### src/rtl/vga_timing_pkg.sv
// VGA timing constants and shared types.
// Default mode is 640x480@60 on a 25 MHz pixel clock.
package vga_timing_pkg;

  localparam int DEF_H_VIS  = 640;
  localparam int DEF_H_FP   = 16;
  localparam int DEF_H_SYNC = 96;
  localparam int DEF_H_BP   = 48;

  localparam int DEF_V_VIS  = 480;
  localparam int DEF_V_FP   = 10;
  localparam int DEF_V_SYNC = 2;
  localparam int DEF_V_BP   = 33;

  localparam int H_TOTAL =
    DEF_H_VIS + DEF_H_FP + DEF_H_SYNC + DEF_H_BP;
  localparam int V_TOTAL =
    DEF_V_VIS + DEF_V_FP + DEF_V_SYNC + DEF_V_BP;

  typedef logic [9:0] coord_t;

  typedef enum logic [1:0] {
    V_ACT,
    V_FRONT,
    V_SYNC,
    V_BACK
  } v_state_e;

endpackage

### src/rtl/vga_line_decode.sv
// Registered horizontal decode: hsync, gated visibility and pix_x.
// Reusable by any consumer of the upstream h_count.
module vga_line_decode
  import vga_timing_pkg::*;
#(
  parameter int   H_VIS    = DEF_H_VIS,
  parameter int   H_FP     = DEF_H_FP,
  parameter int   H_SYNC   = DEF_H_SYNC,
  parameter int   H_BP     = DEF_H_BP,
  parameter logic SYNC_POL = 1'b0
) (
  input  logic       clk,
  input  logic       rst_n,
  input  logic [9:0] h_count,
  input  logic       v_active,
  output logic       h_vis_d,
  output logic       h_range_err,
  output logic       hsync,
  output logic       h_visible,
  output logic [9:0] pix_x
);

  localparam coord_t H_VIS_C = coord_t'(H_VIS);
  localparam coord_t HS_BEG  = coord_t'(H_VIS + H_FP);
  localparam coord_t HS_END  = coord_t'(H_VIS + H_FP + H_SYNC);
  localparam coord_t H_LAST  =
    coord_t'(H_VIS + H_FP + H_SYNC + H_BP - 1);

  logic in_sync;
  logic show;

  // Out-of-range positions fall outside both windows, so they blank.
  assign h_vis_d     = h_count < H_VIS_C;
  assign h_range_err = h_count > H_LAST;
  assign in_sync     = (h_count >= HS_BEG) && (h_count < HS_END);
  assign show        = h_vis_d & v_active;

  always_ff @(posedge clk or negedge rst_n) begin
    if (!rst_n) begin
      hsync     <= ~SYNC_POL;
      h_visible <= 1'b0;
      pix_x     <= '0;
    end else begin
      hsync     <= in_sync ? SYNC_POL : ~SYNC_POL;
      h_visible <= show;
      pix_x     <= show ? h_count : '0;
    end
  end

endmodule

### src/rtl/vga_v_sync_gen.sv
// Vertical timing owner: line counter, vertical FSM, output decode
// and upstream interface checks for the VGA path.
module vga_v_sync_gen
  import vga_timing_pkg::*;
#(
  parameter int   H_VIS    = DEF_H_VIS,
  parameter int   H_FP     = DEF_H_FP,
  parameter int   H_SYNC   = DEF_H_SYNC,
  parameter int   H_BP     = DEF_H_BP,
  parameter int   V_VIS    = DEF_V_VIS,
  parameter int   V_FP     = DEF_V_FP,
  parameter int   V_SYNC   = DEF_V_SYNC,
  parameter int   V_BP     = DEF_V_BP,
  parameter logic SYNC_POL = 1'b0
) (
  input  logic       clk,
  input  logic       rst_n,
  input  logic [9:0] h_count,
  input  logic       trig_v,
  output logic       hsync,
  output logic       vsync,
  output logic       video_on,
  output logic [9:0] pix_x,
  output logic [9:0] pix_y,
  output logic [9:0] v_count,
  output logic       frame_start,
  output logic       locked,
  output logic       proto_err
);

  localparam int     H_TOT    = H_VIS + H_FP + H_SYNC + H_BP;
  localparam int     V_TOT    = V_VIS + V_FP + V_SYNC + V_BP;
  localparam coord_t H_TOT_C  = coord_t'(H_TOT);
  localparam coord_t V_LAST   = coord_t'(V_TOT - 1);
  localparam coord_t V_VIS_C  = coord_t'(V_VIS);
  localparam coord_t V_FP_BEG = coord_t'(V_VIS);
  localparam coord_t V_SY_BEG = coord_t'(V_VIS + V_FP);
  localparam coord_t V_BP_BEG = coord_t'(V_VIS + V_FP + V_SYNC);

  v_state_e state_q;
  v_state_e state_d;
  coord_t   v_next;
  coord_t   since_q;
  coord_t   since_d;
  coord_t   pix_y_d;
  logic     locked_next;
  logic     v_active;
  logic     h_vis_d;
  logic     h_range_err;
  logic     vsync_d;
  logic     frame_d;
  logic     err_d;

  // The V_SYNC parameter shadows the enum literal, hence the scoping.
  always_comb begin
    v_next      = v_count;
    locked_next = locked;
    state_d     = state_q;
    if (trig_v) begin
      locked_next = 1'b1;
      if (!locked || v_count == V_LAST) begin
        v_next = '0;
      end else begin
        v_next = v_count + 1'b1;
      end
      unique case (1'b1)
        (v_next == V_FP_BEG): state_d = vga_timing_pkg::V_FRONT;
        (v_next == V_SY_BEG): state_d = vga_timing_pkg::V_SYNC;
        (v_next == V_BP_BEG): state_d = vga_timing_pkg::V_BACK;
        (v_next == '0):       state_d = vga_timing_pkg::V_ACT;
        default:              state_d = state_q;
      endcase
    end
  end

  always_comb begin
    since_d = since_q;
    if (trig_v) begin
      since_d = coord_t'(1);
    end else if (since_q != H_TOT_C) begin
      since_d = since_q + 1'b1;
    end
  end

  always_comb begin
    v_active = locked_next & (v_next < V_VIS_C);
    vsync_d  = ~SYNC_POL;
    if (locked_next && state_d == vga_timing_pkg::V_SYNC) begin
      vsync_d = SYNC_POL;
    end
    frame_d = trig_v & locked & (v_next == '0);
    pix_y_d = (v_active & h_vis_d) ? v_next : '0;
    err_d   = proto_err | h_range_err;
    if (trig_v && h_count != '0) begin
      err_d = 1'b1;
    end
    // since_q holds the edge distance to the previous strobe here.
    if (trig_v && locked && since_q < H_TOT_C) begin
      err_d = 1'b1;
    end
  end

  always_ff @(posedge clk or negedge rst_n) begin
    if (!rst_n) begin
      state_q     <= vga_timing_pkg::V_ACT;
      v_count     <= '0;
      since_q     <= '0;
      locked      <= 1'b0;
      vsync       <= ~SYNC_POL;
      pix_y       <= '0;
      frame_start <= 1'b0;
      proto_err   <= 1'b0;
    end else begin
      state_q     <= state_d;
      v_count     <= v_next;
      since_q     <= since_d;
      locked      <= locked_next;
      vsync       <= vsync_d;
      pix_y       <= pix_y_d;
      frame_start <= frame_d;
      proto_err   <= err_d;
    end
  end

  vga_line_decode #(
    .H_VIS    (H_VIS),
    .H_FP     (H_FP),
    .H_SYNC   (H_SYNC),
    .H_BP     (H_BP),
    .SYNC_POL (SYNC_POL)
  ) u_line (
    .clk         (clk),
    .rst_n       (rst_n),
    .h_count     (h_count),
    .v_active    (v_active),
    .h_vis_d     (h_vis_d),
    .h_range_err (h_range_err),
    .hsync       (hsync),
    .h_visible   (video_on),
    .pix_x       (pix_x)
  );

endmodule

### config.mk
export PLATFORM = sky130hd
export DESIGN_NAME = vga_v_sync_gen
export DESIGN_NICKNAME = d
export VERILOG_FILES = /design/src/rtl/vga_timing_pkg.sv /design/src/rtl/vga_line_decode.sv /design/src/rtl/vga_v_sync_gen.sv
export SDC_FILE = /design/constraint.sdc
export NUM_CORES = 1
export LEC_CHECK = 0
export ABC_AREA = 1
export CORE_UTILIZATION = 57
export CTS_CLUSTER_DIAMETER = 80
export DETAILED_ROUTE_END_ITERATION = 8
export DONT_BUFFER_PORTS = 1
export PLACE_DENSITY_LB_ADDON = 0.05
export RECOVER_POWER = 100
export SLEW_MARGIN = 20
export SYNTH_ARGS = -nofsm -noshare
export SYNTH_HDL_FRONTEND = slang
export SYNTH_SLANG_ARGS = --single-unit
export TNS_END_PERCENT = 1
### constraint.sdc
create_clock -name clk -period 2.04 [get_ports clk]
set_input_delay 0.408 -clock clk [delete_from_list [all_inputs] [get_ports clk]]
set_output_delay 0.408 -clock clk [all_outputs]
set_load 0.1 [all_outputs]
==> Yosys cells after proc, flatten, opt, wreduce, memory -nomap -nowiden <==
Cells that the tools add are included.
{ "classes": {"addsub": 2, "order_cmp": 6, "eq_ne": 6, "n_mux": 14, "bitwise_logic": 5, "n_reduce_logical": 11} }
{ "ops": {"columns": ["operator", "n"], "rows": [
  ["two-way mux 10 bit", 7],
  ["== test 10 x 9 -> 1 bit, second input constant", 3],
  ["less-than comparator 10 bit, second input constant", 3],
  ["adder 10 x 1 -> 10 bit, second input constant", 2],
  ["logical NOT 10 bit", 2],
  ["== test 10 bit, second input constant", 1],
  [">= comparator 10 bit, second input constant", 1],
  ["greater-than comparator 10 bit, second input constant", 1],
  ["less-than comparator 10 x 9 -> 1 bit, second input constant", 1],
  ["!= test 10 bit, second input constant", 1],
  ["nonzero test 10 bit", 1],
  ["one-hot mux 2 bit (4 select lines)", 1],
  ["logical AND 1 bit", 5],
  ["two-way mux 1 bit", 5],
  ["bitwise AND 1 bit", 4],
  ["== test 2 bit, second input constant", 1],
  ["two-way mux 2 bit", 1],
  ["nonzero test 2 bit", 1],
  ["logical NOT 1 bit", 1],
  ["logical OR 1 bit", 1],
  ["bitwise OR 1 bit", 1]
]} }
{ "totals": {"reg_bits": 48, "input_bits": 13, "out_inout_bits": 36} }

==> Logic depth before layout (Yosys ltp) <==
{ "logic_depth": {"depth_word": 10, "mapped_depth": 16, "mapped_depth_nobuf": 15} }

==> Modules after synthesis <==
Synthesis repeated with hierarchy kept, for this count alone.
{ "unflattened": {"hier_cells": 301, "hier_area_um2": 2562.5} }
{ "modules_own_cells": {"columns": ["module", "n_inst", "cells_per_inst", "area_each_um2", "seq_area_each_um2"], "rows": [
  ["vga_v_sync_gen", 1, 256, 2103.3, 902.1],
  ["vga_line_decode", 1, 45, 459.2, 301.5]
]} }

==> Least setup slack after synthesis <==
OpenSTA, ideal clock, no wires.
{ "synth_path": {"path_type": "register -> register", "from": "register v_count[0]", "to": "register u_line.pix_x[2]", "setup_time_ns": 0.120, "arrival_ns": 2.576, "t_required_ns": 1.920, "slack_ns": -0.657, "stages_incl_launch_ff": 15, "n_path_buf": 2, "cell_sequence": "dfrtp_1 > inv_2 > ha_1 > nand2_1 > nor2_1 > nand2_1 > nor2_1 > nor2_1 > buf_4 > a21oi_2 > a21oi_2 > nand3_4 > nor2_8 > buf_12 > nor3b_2"} }
{ "synth_via": {"elab_chain_cells": 9, "elab_cells_between_ends": 10} }
{ "synth_lines": {"columns": ["item", "line_no", "text"], "rows": [
  ["start: declaration", "vga_v_sync_gen.sv:25", "output logic [9:0] v_count,"],
  ["start signal: assignment", "vga_v_sync_gen.sv:115", "v_count <= v_next;"],
  ["branches (longest 2 deep; another with adder 10 x 1 -> 10 bit)", null, null],
  ["two-way mux 10 bit *", "vga_v_sync_gen.sv:61", "if (!locked || v_count == V_LAST) begin"],
  ["two-way mux 10 bit * (2 in a row)", "vga_v_sync_gen.sv:59", "if (trig_v) begin"],
  ["named net v_next[7]", "vga_v_sync_gen.sv:42", "coord_t v_next;"],
  ["less-than comparator 10 x 9 -> 1 bit *", "vga_v_sync_gen.sv:86", "v_active = locked_next & (v_next < V_VIS_C);"],
  ["bitwise AND 1 bit *", "vga_v_sync_gen.sv:86", null],
  ["bitwise AND 1 bit *", "vga_line_decode.sv:36", "assign show = h_vis_d & v_active;"],
  ["two-way mux 10 bit *", "vga_line_decode.sv:46", "pix_x <= show ? h_count : '0;"],
  ["end signal: assignment", "vga_line_decode.sv:46", null],
  ["end: declaration", "vga_line_decode.sv:20", "output logic [9:0] pix_x"]
]} }
Mark *: on every way through the listed nets, which the timed path passes. The select of a mux whose other input is x is not followed.
A chain may end at the register's enable or synchronous reset.

==> Final worst setup path <==
{ "layout_path": {"from": "register v_count[1]", "to": "register vsync"} }
{ "layout_via": {"elab_chain_cells": 10, "elab_cells_between_ends": 14} }
{ "layout_lines": {"columns": ["item", "line_no", "text"], "rows": [
  ["branches (longest 2 deep; another with adder 10 x 1 -> 10 bit)", null, null],
  ["two-way mux 10 bit *", "vga_v_sync_gen.sv:61", null],
  ["two-way mux 10 bit *", "vga_v_sync_gen.sv:59", null],
  ["== test 10 x 9 -> 1 bit (tied with other cells)", "vga_v_sync_gen.sv:69", "(v_next == V_BP_BEG): state_d = vga_timing_pkg::V_BACK;"],
  ["one-hot mux 2 bit (4 select lines) *", "vga_v_sync_gen.sv:66", "unique case (1'b1)"],
  ["two-way mux 2 bit *", "vga_v_sync_gen.sv:59", null],
  ["named net state_d[1]", "vga_v_sync_gen.sv:41", "v_state_e state_d;"],
  ["== test 2 bit *", "vga_v_sync_gen.sv:88", "if (locked_next && state_d == vga_timing_pkg::V_SYNC) begin"],
  ["logical AND 1 bit *", "vga_v_sync_gen.sv:88", null],
  ["two-way mux 1 bit *", "vga_v_sync_gen.sv:88", null],
  ["named net vsync_d", "vga_v_sync_gen.sv:50", "logic vsync_d;"],
  ["end signal: assignment", "vga_v_sync_gen.sv:109", "vsync <= ~SYNC_POL;"],
  ["end signal: assignment", "vga_v_sync_gen.sv:118", "vsync <= vsync_d;"],
  ["end: declaration", "vga_v_sync_gen.sv:21", "output logic vsync,"]
]} }
Marked as above.

==> results.json <==
{
  "run_status": "finished with violations",
  "violations": "setup timing",
  "drv_slew": 0,
  "io_pins": 49,
  "power.switching_mw": 2.288,
  "period_share_pct": 105.0,
  "vdd_drop_max_mv": 0.5659,
  "place_ws_ns": -0.2752,
  "insertion_delay_ns": 0.30,
  "layout.nets": 392,
  "max_freq_mhz": 466.6,
  "ys_seq_area_share_pct": 47.65,
  "syn_to_final_growth_pct": 36.26,
  "viasPerCell": 5.669,
  "cts_htree_levels": 2,
  "required_ns": 2.28,
  "p_per_area_nw_per_um2": 1300,
  "met1_usage_pct": 34.71,
  "setup_viol": 23,
  "met3_usage_pct": 7.072,
  "place_congestion": 0.9542,
  "critical_path.startpoint_type": "flop",
  "setup_ws_ns": -0.1030,
  "yosysWarnings": 0,
  "cts.path.max_buffers": 2,
  "grt_use_total_pct": 29.30,
  "holdPathStages": 1,
  "path_max_fanout": 6,
  "drc_errors": 0,
  "clock_sinks": 48,
  "worstMarginPinSlew_ns": 1.150,
  "cts_root_buffer": "clkbuf_8",
  "p_comb_share_pct": 60.3,
  "finClkSkew_ns": 0.006402,
  "p_leak_nw": 1.652,
  "syn_avg_cell_area_sq_um": 8.477,
  "p_int_mw": 2.186,
  "hpwl_mm": 4.283,
  "synth_edf_count": 0,
  "synthArstFlopShare_pct": 100.0,
  "path_class": "flop to flop",
  "path_clk_slew_ns": 0.09,
  "slew_headroom_pct": 23.37,
  "seqPwrFrac_pct": 26.5,
  "holdCritPathClass": "input pin to flop",
  "netlist-cell-type-count": 38,
  "grt_remaining_overflow": 0,
  "r2r-start": "v_count[1]",
  "min_from": "trig_v",
  "drv_cap": 0,
  "synth_cells": 298,
  "clkPwrFrac_pct": 13.2,
  "die_w_um": 68.57,
  "antenna_left": 0,
  "place_inst": 402,
  "wl_mm": 6.820,
  "min_to": "since_q[6]",
  "r2r_cells": 15,
  "grt_pass1_wl_mm": 9.901,
  "grt_max_degree": 49,
  "swShare_pct": 51.13,
  "synth-seq-cells": 48,
  "syn-num-nets": 315,
  "portBuffers": 0,
  "cp.arrival_ns": 2.38,
  "timing.hold.ws_ns": 0.1587,
  "n_antenna_cell": 0,
  "antenna_found_initial": 0,
  "vias": 2415,
  "start_util_pct": 61.39,
  "rrSetupSlack_ns": -0.10,
  "synth_top_area_share_pct": 45.57,
  "cts_tree": "yes",
  "grt_pass1_vias": 2140,
  "rows": 23,
  "stdcell_count": 426,
  "totalNegativeSetupSlack_ns": -1.830,
  "rsz0062_at_grt": "yes",
  "hold_viol_final": 0,
  "nFillCells": 254,
  "netlist_top_cells_area": "dfrtp_1, nand2_1, nor2_1",
  "netlist_area_sq_um": 2526,
  "core_sq_um": 4115,
  "r2r-end": "vsync",
  "detail_route.wl_per_cell_um": 16.01,
  "die_y_um": 68.57,
  "firstDrtPassIters": 7,
  "drive_above_1_share_pct": 43.35,
  "synthFlopType": "dfrtp_1",
  "drtIter0Drc": 299,
  "yosysTopAreaCell": "dfrtp_1",
  "crit_path_end_kind": "flop",
  "numCtsBuffers": 5,
  "dieArea_sq_um": 4702,
  "busiest_layer": "met2",
  "min_period_ns": 2.143,
  "grtUsageMet2_pct": 50.12
}
worst max path at each step:
stage               start               to  slack [ns]
3_5_place_dp   v_count[0]  u_line.pix_x[9]       -0.28
6_report       v_count[1]            vsync       -0.10
3_3_place_gp   v_count[1]  u_line.pix_x[1]       -0.23
2_1_floorplan  v_count[0]  u_line.pix_x[2]       -0.20
5_1_grt        v_count[1]            vsync       -0.29
4_1_cts        v_count[1]         pix_y[0]       -0.04
power groups by stage:
stage | Sequential (mW) | Combinational [mW] | Clock [mW]
2_1_floorplan | 2.09 | 0.740 | 0
3_3_place_gp | 1.19 | 2.26 | 0
3_5_place_dp | 1.20 | 2.27 | 0
4_1_cts | 1.18 | 2.53 | 0.601
5_1_grt | 1.20 | 2.84 | 0.636
6_report | 1.19 | 2.70 | 0.589
repair_timing:
item,CTS,global route
hold buffers,2,0
endpoints found under the hold margin,48,0
gates resized for setup,32,27
setup buffers,7,6
endpoints found under the setup margin,24,24
gates cloned,1,0
pin swaps,27,28
logic make-up after synthesis:
| logic type | share of synthesized area, % |
|---|---|
| adders and majority gates | 1.981 |
| other | 0.1484 |
| AOI/OAI and AO/OA | 7.925 |
| DFF | 47.65 |
| buffers and inverters | 7.677 |
| xor gates and xnor gates | 0.6935 |
| and+or+nand+nor | 33.93 |
routing by layer:
metal / up-vias / share of wire (%)
met5: - / 0
met3: 37 / 7.9
met1: 1128 / 39
li1: 1112 / -
met4: 0 / 4.1
met2: 138 / 49
synthesized netlist by cell type (2+ instances only):
library cell	count
a21oi_1	5
xor2_1	2
o21ai_1	5
nand3_1	20
nor4_1	2
nor3b_1	8
buf_4	3
dfrtp_1	46
nor2_1	36
dfstp_2	2
nand2_1	70
a21oi_2	2
o21ai_2	3
o21ai_0	11
nor3_1	5
inv_1	33
nor3_2	7
inv_2	2
nor2_2	4
nand2_2	3
a211oi_1	2
nand4_1	4
ha_1	4
nor3b_2	3
nand3_4	2
a31oi_1	2
through the flow:
step | total power [mW] | area [sq um] | utilization (%)
after global placement | 3.455 | 3042 | 73.91
after detailed placement | 3.467 | 3042 | 73.91
after floorplan | 2.835 | 2546 | -
after global routing | 4.680 | 3442 | 83.64
final | 4.474 | 3442 | 83.64
after CTS | 4.317 | 3390 | 82.37
layout make-up:
class / instances / area (sq um) / area share [%]
multi-input cells: 208 / 1324 / 38.46
flip-flops and latches: 48 / 1221 / 35.48
repair buffers: 77 / 604.3 / 17.56
inverters: 35 / 136.4 / 3.962
clock buffers: 7 / 86.33 / 2.508
well taps: 50 / 62.56 / 1.818
clock inverters: 1 / 7.507 / 0.2181
cell usage in the layout (no fill, tap or decap), types with 3 or more instances in the layout:
master / n
nor2_4: 5
nor2_1: 30
dfrtp_2: 8
o21ai_4: 3
nor2_2: 5
inv_1: 32
o21ai_1: 4
nand2_2: 14
nand4_1: 4
nor3b_2: 11
buf_6: 3
a21oi_1: 5
nor3_1: 5
o21ai_2: 5
nand3_2: 6
nor3_2: 7
clkbuf_8: 6
o21ai_0: 8
nand3_1: 15
buf_4: 45
clkbuf_2: 23
buf_12: 4
nand2_1: 58
dfrtp_1: 36
worst max-delay path, stage by stage, from the launching register on:
cell and delay (ns):
dfrtp_4 0.51, buf_12 0.19, ha_4 0.18, buf_6 0.11, nand3_1 0.07, nand2_1 0.06
nand2_2 0.08, nand3_2 0.07, nor2_2 0.16, buf_4 0.14, buf_4 0.10, nand4_1 0.08
nor2_1 0.13, nand2_1 0.08, o21ai_2 0.07, nand2_1 0.07
flip-flops by register name, summed over array words and instances (netlist names), 2 cells and up:
register      cells
since_q          10
pix_y            10
state_q           2
v_count          10
u_line.pix_x     10
Power figures use the tool's default switching activity.
